File: config.mk
export PLATFORM = sky130hd
export DESIGN_NAME = axi4_lite_reg_bank_flat
export DESIGN_NICKNAME = d
export VERILOG_FILES = /design/src/rtl/axi4_lite_pkg.sv /design/src/rtl/axi4_lite_if.sv /design/src/rtl/axi4_lite_wr_ctrl.sv /design/src/rtl/axi4_lite_reg_bank.sv /design/src/flat_wrapper.sv
export SDC_FILE = /design/constraint.sdc
export NUM_CORES = 1
export LEC_CHECK = 0
export ABC_CLOCK_PERIOD_IN_PS = 2400
export BUFFER_PORTS_ARGS = -buffer_cell sky130_fd_sc_hd__buf_2
export CAP_MARGIN = 25
export CORE_AREA = 2 2 264 266
export DETAILED_ROUTE_END_ITERATION = 8
export DIE_AREA = 0 0 266 268
export HOLD_SLACK_MARGIN = 0.06
export PLACE_DENSITY_LB_ADDON = 0.3
export SYNTH_ARGS = -nofsm -noshare
export SYNTH_HDL_FRONTEND = slang
export SYNTH_SLANG_ARGS = --single-unit
export TNS_END_PERCENT = 10
File: constraint.sdc
create_clock -name aclk -period 2.4 [get_ports aclk]
set_input_delay 0.24 -clock aclk [delete_from_list [all_inputs] [get_ports aclk]]
set_output_delay 0.24 -clock aclk [all_outputs]
set_load 0.05 [all_outputs]
File: src/rtl/axi4_lite_pkg.sv
// axi4_lite_pkg
//   Shared types and address decode for the AXI4-Lite register bank.
//   resp_t      : AXI response codes
//   wr_state_t  : write-channel FSM states
//   dec_t       : decode result {hit, idx}
//   addr_decode : byte address -> register index, with a range check
package axi4_lite_pkg;

    typedef enum logic [1:0] {
        OKAY   = 2'b00,
        EXOKAY = 2'b01,
        SLVERR = 2'b10,
        DECERR = 2'b11
    } resp_t;

    typedef enum logic [1:0] {
        WR_IDLE,
        WR_HAVE_AW,
        WR_HAVE_W,
        WR_RESP
    } wr_state_t;

    typedef struct packed {
        logic        hit;
        logic [31:0] idx;
    } dec_t;

    // lsb = log2(bytes per register). Sub-word address bits fall out in the shift.
    // The addr >= base term catches the wrap of addr - base below the window.
    function automatic dec_t addr_decode(input logic [63:0] addr,
                                         input logic [63:0] base,
                                         input logic [63:0] num,
                                         input int unsigned lsb);
        dec_t        d;
        logic [63:0] word;
        word  = (addr - base) >> lsb;
        d.hit = (addr >= base) && (word < num);
        d.idx = word[31:0];
        return d;
    endfunction

endpackage

File: src/rtl/axi4_lite_if.sv
// axi4_lite_if
//   AXI4-Lite bus bundle (AW, W, B, AR, R channels).
//   master modport: drives valids, addresses, write data, bready/rready.
//   slave modport : drives readies, bvalid/bresp, rvalid/rdata/rresp.
//   wstrb exists only when AXI4_LITE_STRB_EN is defined.
interface axi4_lite_if #(
    parameter int unsigned ADDR_WIDTH = 32,
    parameter int unsigned DATA_WIDTH = 32
);
    logic                    awvalid;
    logic                    awready;
    logic [ADDR_WIDTH-1:0]   awaddr;
    logic                    wvalid;
    logic                    wready;
    logic [DATA_WIDTH-1:0]   wdata;
`ifdef AXI4_LITE_STRB_EN
    logic [DATA_WIDTH/8-1:0] wstrb;
`endif
    logic                    bvalid;
    logic                    bready;
    logic [1:0]              bresp;
    logic                    arvalid;
    logic                    arready;
    logic [ADDR_WIDTH-1:0]   araddr;
    logic                    rvalid;
    logic                    rready;
    logic [DATA_WIDTH-1:0]   rdata;
    logic [1:0]              rresp;

    modport master (
`ifdef AXI4_LITE_STRB_EN
        output wstrb,
`endif
        output awvalid, awaddr, wvalid, wdata, bready, arvalid, araddr, rready,
        input  awready, wready, bvalid, bresp, arready, rvalid, rdata, rresp
    );

    modport slave (
`ifdef AXI4_LITE_STRB_EN
        input  wstrb,
`endif
        input  awvalid, awaddr, wvalid, wdata, bready, arvalid, araddr, rready,
        output awready, wready, bvalid, bresp, arready, rvalid, rdata, rresp
    );
endinterface

File: src/rtl/axi4_lite_wr_ctrl.sv
// axi4_lite_wr_ctrl
//   Write-channel FSM with AW/W holding registers. AW and W are accepted
//   independently; the edge that completes the pair moves to RESP and raises
//   commit in the same cycle, so the register file updates on that edge.
//   Ports: clk/rst, AW (awvalid/awready/awaddr), W (wvalid/wready/wdata/wstrb),
//          B (bvalid/bready/bresp), commit strobe + commit_hit/idx/data/strb.
module axi4_lite_wr_ctrl
    import axi4_lite_pkg::*;
#(
    parameter int unsigned ADDR_WIDTH = 32,
    parameter int unsigned DATA_WIDTH = 32,
    parameter int unsigned NUM_REGS   = 16,
    parameter logic [63:0] BASE_ADDR  = 64'h0,
    parameter int unsigned IDX_W      = 4
) (
    input  logic                    clk,
    input  logic                    rst,
    input  logic                    awvalid,
    output logic                    awready,
    input  logic [ADDR_WIDTH-1:0]   awaddr,
    input  logic                    wvalid,
    output logic                    wready,
    input  logic [DATA_WIDTH-1:0]   wdata,
    input  logic [DATA_WIDTH/8-1:0] wstrb,
    output logic                    bvalid,
    input  logic                    bready,
    output resp_t                   bresp,
    output logic                    commit,
    output logic                    commit_hit,
    output logic [IDX_W-1:0]        commit_idx,
    output logic [DATA_WIDTH-1:0]   commit_data,
    output logic [DATA_WIDTH/8-1:0] commit_strb
);

    wr_state_t               state_q, state_d;
    logic [ADDR_WIDTH-1:0]   addr_q, addr_d;
    logic [DATA_WIDTH-1:0]   data_q, data_d;
    logic [DATA_WIDTH/8-1:0] strb_q, strb_d;
    resp_t                   bresp_q, bresp_d;
    logic                    aw_hs, w_hs;
    dec_t                    dec;
    logic [31-IDX_W:0]       unused_idx_hi;

    // Readies depend only on state (and are held low in reset).
    assign awready = !rst && (state_q == WR_IDLE || state_q == WR_HAVE_W);
    assign wready  = !rst && (state_q == WR_IDLE || state_q == WR_HAVE_AW);
    assign aw_hs   = awvalid && awready;
    assign w_hs    = wvalid && wready;
    assign bvalid  = (state_q == WR_RESP);
    assign bresp   = bresp_q;

    always_comb begin
        state_d = state_q;
        addr_d  = addr_q;
        data_d  = data_q;
        strb_d  = strb_q;
        if (aw_hs) addr_d = awaddr;
        if (w_hs) begin
            data_d = wdata;
            strb_d = wstrb;
        end
        unique case (state_q)
            WR_IDLE: begin
                if (aw_hs && w_hs) state_d = WR_RESP;
                else if (aw_hs)    state_d = WR_HAVE_AW;
                else if (w_hs)     state_d = WR_HAVE_W;
            end
            WR_HAVE_AW: if (w_hs)   state_d = WR_RESP;
            WR_HAVE_W:  if (aw_hs)  state_d = WR_RESP;
            WR_RESP:    if (bready) state_d = WR_IDLE;
            default:                state_d = WR_IDLE;
        endcase
    end

    // addr_d/data_d already carry whichever half arrived this cycle.
    assign dec           = addr_decode(64'(addr_d), BASE_ADDR, 64'(NUM_REGS),
                                       $clog2(DATA_WIDTH / 8));
    assign commit        = (state_q != WR_RESP) && (state_d == WR_RESP);
    assign commit_hit    = dec.hit;
    assign commit_idx    = dec.idx[IDX_W-1:0];
    assign unused_idx_hi = dec.idx[31:IDX_W];
    assign commit_data   = data_d;
    assign commit_strb   = strb_d;
    assign bresp_d       = commit ? (dec.hit ? OKAY : SLVERR) : bresp_q;

    always_ff @(posedge clk) begin
        if (rst) begin
            state_q <= WR_IDLE;
            addr_q  <= '0;
            data_q  <= '0;
            strb_q  <= '0;
            bresp_q <= OKAY;
        end else begin
            state_q <= state_d;
            addr_q  <= addr_d;
            data_q  <= data_d;
            strb_q  <= strb_d;
            bresp_q <= bresp_d;
        end
    end

endmodule

File: src/rtl/axi4_lite_reg_bank.sv
// axi4_lite_reg_bank
//   AXI4-Lite CSR endpoint: NUM_REGS registers of DATA_WIDTH bits at BASE_ADDR.
//   Decode misses answer SLVERR (reads return 0).
//   Ports: aclk, areset (sync, active-high), s_axi (axi4_lite_if.slave),
//          reg_q (flat register contents, reg i at [i*DATA_WIDTH +: DATA_WIDTH]),
//          reg_wr_pulse (one cycle per committed register write).
//   Build option AXI4_LITE_STRB_EN: honour wstrb byte lanes; otherwise every
//   write replaces the full word.
module axi4_lite_reg_bank
    import axi4_lite_pkg::*;
#(
    parameter int unsigned ADDR_WIDTH = 32,
    parameter int unsigned DATA_WIDTH = 32,
    parameter int unsigned NUM_REGS   = 16,
    parameter logic [63:0] BASE_ADDR  = 64'h0
) (
    input  logic                           aclk,
    input  logic                           areset,
    axi4_lite_if.slave                     s_axi,
    output logic [NUM_REGS*DATA_WIDTH-1:0] reg_q,
    output logic [NUM_REGS-1:0]            reg_wr_pulse
);

    localparam int unsigned IDX_W  = (NUM_REGS > 1) ? $clog2(NUM_REGS) : 1;
    localparam int unsigned STRB_W = DATA_WIDTH / 8;

    logic [STRB_W-1:0]     wstrb_in;
    logic                  wr_commit, wr_hit;
    logic [IDX_W-1:0]      wr_idx;
    logic [DATA_WIDTH-1:0] wr_data;
    logic [STRB_W-1:0]     wr_strb;
    resp_t                 wr_bresp;

`ifdef AXI4_LITE_STRB_EN
    assign wstrb_in = s_axi.wstrb;
`else
    assign wstrb_in = '1;
`endif

    axi4_lite_wr_ctrl #(
        .ADDR_WIDTH (ADDR_WIDTH),
        .DATA_WIDTH (DATA_WIDTH),
        .NUM_REGS   (NUM_REGS),
        .BASE_ADDR  (BASE_ADDR),
        .IDX_W      (IDX_W)
    ) u_wr_ctrl (
        .clk         (aclk),
        .rst         (areset),
        .awvalid     (s_axi.awvalid),
        .awready     (s_axi.awready),
        .awaddr      (s_axi.awaddr),
        .wvalid      (s_axi.wvalid),
        .wready      (s_axi.wready),
        .wdata       (s_axi.wdata),
        .wstrb       (wstrb_in),
        .bvalid      (s_axi.bvalid),
        .bready      (s_axi.bready),
        .bresp       (wr_bresp),
        .commit      (wr_commit),
        .commit_hit  (wr_hit),
        .commit_idx  (wr_idx),
        .commit_data (wr_data),
        .commit_strb (wr_strb)
    );

    assign s_axi.bresp = wr_bresp;

    // ---------------- register file ----------------
    logic [NUM_REGS-1:0][DATA_WIDTH-1:0] regs_q, regs_d;
    logic [NUM_REGS-1:0]                 pulse_q, pulse_d;

    // A hit with wstrb=0 still pulses: the write was accepted, just changed nothing.
    always_comb begin
        regs_d  = regs_q;
        pulse_d = '0;
        if (wr_commit && wr_hit) begin
            pulse_d[wr_idx] = 1'b1;
            for (int b = 0; b < int'(STRB_W); b++) begin
                if (wr_strb[b]) regs_d[wr_idx][b*8 +: 8] = wr_data[b*8 +: 8];
            end
        end
    end

    assign reg_q        = regs_q;
    assign reg_wr_pulse = pulse_q;

    // ---------------- read path ----------------
    logic                  rvalid_q, rvalid_d;
    logic [DATA_WIDTH-1:0] rdata_q, rdata_d;
    resp_t                 rresp_q, rresp_d;
    dec_t                  rd_dec;
    logic [31-IDX_W:0]     unused_rd_idx_hi;

    assign rd_dec           = addr_decode(64'(s_axi.araddr), BASE_ADDR, 64'(NUM_REGS),
                                          $clog2(DATA_WIDTH / 8));
    assign unused_rd_idx_hi = rd_dec.idx[31:IDX_W];
    assign s_axi.arready    = !areset && !rvalid_q;
    assign s_axi.rvalid     = rvalid_q;
    assign s_axi.rdata      = rdata_q;
    assign s_axi.rresp      = rresp_q;

    // Reads sample regs_q, so a write committing on the same edge is not yet visible.
    always_comb begin
        rvalid_d = rvalid_q;
        rdata_d  = rdata_q;
        rresp_d  = rresp_q;
        if (rvalid_q && s_axi.rready) rvalid_d = 1'b0;
        if (s_axi.arvalid && s_axi.arready) begin
            rvalid_d = 1'b1;
            rresp_d  = rd_dec.hit ? OKAY : SLVERR;
            rdata_d  = rd_dec.hit ? regs_q[rd_dec.idx[IDX_W-1:0]] : '0;
        end
    end

    always_ff @(posedge aclk) begin
        if (areset) begin
            regs_q   <= '0;
            pulse_q  <= '0;
            rvalid_q <= 1'b0;
            rdata_q  <= '0;
            rresp_q  <= OKAY;
        end else begin
            regs_q   <= regs_d;
            pulse_q  <= pulse_d;
            rvalid_q <= rvalid_d;
            rdata_q  <= rdata_d;
            rresp_q  <= rresp_d;
        end
    end

endmodule
File: src/flat_wrapper.sv
// flat-port wrapper written by rule: the top's interface ports become plain ports
module axi4_lite_reg_bank_flat import axi4_lite_pkg::*;
#(
    parameter int unsigned ADDR_WIDTH = 32,
    parameter int unsigned DATA_WIDTH = 32,
    parameter int unsigned NUM_REGS   = 16,
    parameter logic [63:0] BASE_ADDR  = 64'h0
)
  (aclk, areset, reg_q, reg_wr_pulse, s_axi_awvalid, s_axi_awaddr, s_axi_wvalid, s_axi_wdata, s_axi_bready, s_axi_arvalid, s_axi_araddr, s_axi_rready, s_axi_awready, s_axi_wready, s_axi_bvalid, s_axi_bresp, s_axi_arready, s_axi_rvalid, s_axi_rdata, s_axi_rresp);
  axi4_lite_if #(.ADDR_WIDTH(ADDR_WIDTH), .DATA_WIDTH(DATA_WIDTH)) s_axi_i ();
  input  logic aclk;
  input  logic areset;
  output logic [NUM_REGS*DATA_WIDTH-1:0] reg_q;
  output logic [NUM_REGS-1:0] reg_wr_pulse;
  input wire logic [$bits(s_axi_i.awvalid)-1:0] s_axi_awvalid;
  input wire logic [$bits(s_axi_i.awaddr)-1:0] s_axi_awaddr;
  input wire logic [$bits(s_axi_i.wvalid)-1:0] s_axi_wvalid;
  input wire logic [$bits(s_axi_i.wdata)-1:0] s_axi_wdata;
  input wire logic [$bits(s_axi_i.bready)-1:0] s_axi_bready;
  input wire logic [$bits(s_axi_i.arvalid)-1:0] s_axi_arvalid;
  input wire logic [$bits(s_axi_i.araddr)-1:0] s_axi_araddr;
  input wire logic [$bits(s_axi_i.rready)-1:0] s_axi_rready;
  output wire logic [$bits(s_axi_i.awready)-1:0] s_axi_awready;
  output wire logic [$bits(s_axi_i.wready)-1:0] s_axi_wready;
  output wire logic [$bits(s_axi_i.bvalid)-1:0] s_axi_bvalid;
  output wire logic [$bits(s_axi_i.bresp)-1:0] s_axi_bresp;
  output wire logic [$bits(s_axi_i.arready)-1:0] s_axi_arready;
  output wire logic [$bits(s_axi_i.rvalid)-1:0] s_axi_rvalid;
  output wire logic [$bits(s_axi_i.rdata)-1:0] s_axi_rdata;
  output wire logic [$bits(s_axi_i.rresp)-1:0] s_axi_rresp;
  assign s_axi_i.awvalid = s_axi_awvalid;
  assign s_axi_i.awaddr = s_axi_awaddr;
  assign s_axi_i.wvalid = s_axi_wvalid;
  assign s_axi_i.wdata = s_axi_wdata;
  assign s_axi_i.bready = s_axi_bready;
  assign s_axi_i.arvalid = s_axi_arvalid;
  assign s_axi_i.araddr = s_axi_araddr;
  assign s_axi_i.rready = s_axi_rready;
  assign s_axi_awready = s_axi_i.awready;
  assign s_axi_wready = s_axi_i.wready;
  assign s_axi_bvalid = s_axi_i.bvalid;
  assign s_axi_bresp = s_axi_i.bresp;
  assign s_axi_arready = s_axi_i.arready;
  assign s_axi_rvalid = s_axi_i.rvalid;
  assign s_axi_rdata = s_axi_i.rdata;
  assign s_axi_rresp = s_axi_i.rresp;
  axi4_lite_reg_bank #(.ADDR_WIDTH(ADDR_WIDTH), .DATA_WIDTH(DATA_WIDTH), .NUM_REGS(NUM_REGS), .BASE_ADDR(BASE_ADDR)) u_core (.aclk(aclk), .areset(areset), .s_axi(s_axi_i), .reg_q(reg_q), .reg_wr_pulse(reg_wr_pulse));
endmodule
==> summary.md <==
| Metric | Value |
|---|---|
| Status | finished clean |
| Initial drt markers | 1998 |
| Worst hold path type | input port to register |
| Initial antenna violation count | 3 |
| H-tree levels | 3 |
| Vias in the first global route | around 23k |
| Setup TNS | 0 ns |
| WS Path Type | input port to register |
| Chip width | 266 µm |
| Top cell type's share of synthesized area | 0.443 |
| Via count | between 20k and 25k |
| Io pins | 672 |
| Post-route minimum period | around 2.3 ns |
| Buf/Inv on CP | 5 |
| Vias per cell | between 5 and 6 |
| FP Rows | between 90 and 100 |
| Max-cap viol count | 0 |
| Most used cell, CP | buf_12 |
| Slew Limit Fails | 0 |
| Syn_area_per_cell | between 10 and 15 µm² |
| P_leak | between 0.015 and 0.02 µW |
| Nets@finish | roughly 3.3k |
| Die area | approximately 0.071 mm² |
| Clock sink count | between 600 and 700 |
| Unrepaired setup endpoints after global routing | false |
| Starting Density | 0.418 |
| CORE AREA | a little under 0.07 mm² |
| PortBufs | between 600 and 700 |
| Tcrit/Tclk final | 0.972 |
| Synth Instances | 2506 |
| Ys async rst share | 0 |
| First-pass GRT wire length | about 150 mm |
| Fraction of the mapped netlist area in compound gates | 0.0394 |
| Seq/Total Area, Yosys | 0.443 |
| Slew headroom | 0.374 |
| Count of final hold-check violations | 0 |
| Post-synth top area cell | dfxtp_1 |
| Maximum vdd drop | between 500 and 600 µV |
| Seq cells post-synth | 631 |
| Share of layout cells above drive strength 1 | 0.362 |
| Synth top area cells | dfxtp_1 (44%), mux2i_1 (19%), nand2b_1 (11%) |
| Top_reg_cell synth | dfxtp_1 |
| XOR/XNOR Fraction of Synth Area | 0 |
| CP endpoint kind | register |
| Most frequent cells in the layout | buf_2 (662), dfxtp_1 (631), mux2i_1 (544) |
| CTS tree | yes |
| Detailed placer's ending HPWL | approximately 76 mm |
| CP max stage cell | dlygate4sd3_1 |
| Per-cell routed wire length | ~26 µm |
| Largest net degree at the start of global routing | ~170 |
| Final WL | 106 mm |
| Fmax | 429 MHz |
| Post-Synth Simple-Gate Area | 0.187 |
| Critical path, cell by cell | dlygate4sd3_1, buf_2, nor4_1, nand4_1, mux2i_4, buf_12, buf_12, nand4_2, buf_12, mux2i_1 |
| YS warnings | 0 |
| Largest family of logic cells by synthesized area | multiplexers |
| Crit-path max cell delay | between 0.5 and 0.6 ns |
| Worst Path Max Fanout | 27 |
| Max clock buf depth | 3 |
| Drt drc | 0 |
| Area delta synth->final | 28.7% |
| CTS Buf Count | 71 |
| Clock Root Buffer | clkbuf_16 |
| Post-synth cell types | 39 |
| Skew-Pair Late Insertion Delay | between 0.6 and 0.7 ns |
| Total grt overflow | 0 |
| DR pass1 iterations | 5 |
| Crit path launch type | input port |
| Gr usage total | 0.286 |
| Critical path arrival | approximately 2.8 ns |
| Commonest non-fill, non-tap cell in the layout | buf_2 |
| Delay-heaviest family, CP | buffers and inverters |
| Worst EP required | ~2.9 ns |
| Post-Synthesis Cell Area | about 0.028 mm² |
| Synth Area in Adders | 0 |
| Cell Pwr Density | approximately 640 mW/mm² |
| Die height | approximately 270 µm |
| Worst Max-Slew Pin Slew | slightly above 0.9 ns |
| Skew final | approximately 0.022 ns |
| Final setup vio count | 0 |
| Routability cong. | roughly 0.9 |
| Proportion of synthesized area in mux cells | 0.293 |
| DRT antenna net count | 0 |
| Hold WS | around 0.24 ns |
| Clock Pin Slew Worst Setup and Hold Paths | approximately 0.06 ns |
| Number of flops mapped to enable cells by yosys | 0 |
-- synth_stat cells, types with 2 or more instances --
cell type	count
dfxtp_1	631
mux2i_1	545
nand2b_1	516
clkbuf_1	171
mux4_2	128
nand2_1	94
a22oi_1	64
nand4_2	43
or2_2	36
inv_1	33
a21oi_1	32
a22o_1	32
buf_2	21
nand4_4	21
nor4_1	17
and3_1	16
nand4_1	13
nor2_1	13
buf_1	11
buf_4	11
nor2b_1	11
nand3_1	9
buf_6	6
o31ai_1	6
o41ai_2	5
and2_1	3
a211oi_1	2
nor3_1	2
o21ai_1	2
o31ai_2	2
or3_1	2
-- through the flow --
stage                     total power [µW]  cells  cell area [µm²]   util  worst slack, ns
after floorplan                      11800   2507            28500      -            0.141
after global placement               12400   3973            33800  0.495           0.0587
after detailed placement             12400   3973            33800  0.495           0.0405
after CTS                            23600   4135            36500  0.536           0.0390
after global routing                 24100   4142            36600  0.537          0.00623
final                                23400   4142            36600  0.537           0.0679
-- report_power, final --
group          switching (µW)  leakage, µW  internal [µW]
clock network            4530      0.00117           6590
logic                    1040       0.0129            675
registers                30.8      0.00509          10500
total                    5600       0.0192          17800
-- worst paths after layout --
| path | start | to | slack (ns) | cells past startpoint |
|---|---|---|---|---|
| worst min register to register | u_core.u_wr_ctrl.addr_q[6] | u_core.u_wr_ctrl.addr_q[6] | 0.46 | 2 |
| worst max-delay path | s_axi_awaddr[25] | u_core.reg_q[73] | 0.07 | 10 |
| worst min-delay path | s_axi_awvalid | u_core.u_wr_ctrl.bresp[1] | 0.24 | 4 |
| worst max register to register | u_core.u_wr_ctrl.state_q[0] | u_core.reg_q[73] | 0.08 | 7 |
-- state kept, by name, indices dropped and copies added (netlist names) --
signal and flops:
u_core.u_wr_ctrl.strb_q 4, u_core.u_wr_ctrl.bresp 1, u_core.u_wr_ctrl.state_q 2, u_core.s_axi.rvalid 1, u_core.s_axi.rresp 1, u_core.u_wr_ctrl.data_q 32
u_core.u_wr_ctrl.addr_q 30, u_core.reg_wr_pulse 16, u_core.reg_q 512, u_core.s_axi.rdata 32
-- metal layers --
layer	up-vias	global-route usage	share of wire
li1	10200	-	-
met1	11600	0.357	0.40
met2	1120	0.471	0.48
met3	289	0.0626	0.071
met4	0	0.137	0.049
met5	-	0	0
-- worst reg2reg max path: stages (launching register included) --
cell and delay [ns]:
dfxtp_1 0.36, or3b_2 0.57, mux2i_4 0.24, buf_12 0.24, buf_12 0.23, nand4_2 0.19, buf_12 0.21, mux2i_1 0.13
-- final cells by class --
class | instances | area, µm²
flip-flops and latches | 631 | 12600
clock inverters | 26 | 325
clock buffers | 99 | 2060
inverters | 33 | 124
diodes | 3 | 7.51
well taps | 882 | 1100
multi-input cells | 1623 | 15000
fillers | 5874 | 31600
repair buffers | 845 | 5390
-- cell families after synthesis --
logic type / Yosys count
AND/OR/NAND/NOR: 800
flip-flops: 631
buffers and inverters: 253
multiplexers: 673
AO/OA/AOI/OAI: 148
other: 1
-- repair_timing --
action,4_1_cts,5_1_grt
hold endpoints to repair,37,0
endpoints found under the setup margin,0,336
gates resized for setup,0,4
hold buffers,37,0
setup buffers,0,4
Note: power is estimated with default switching activity, not from simulation.
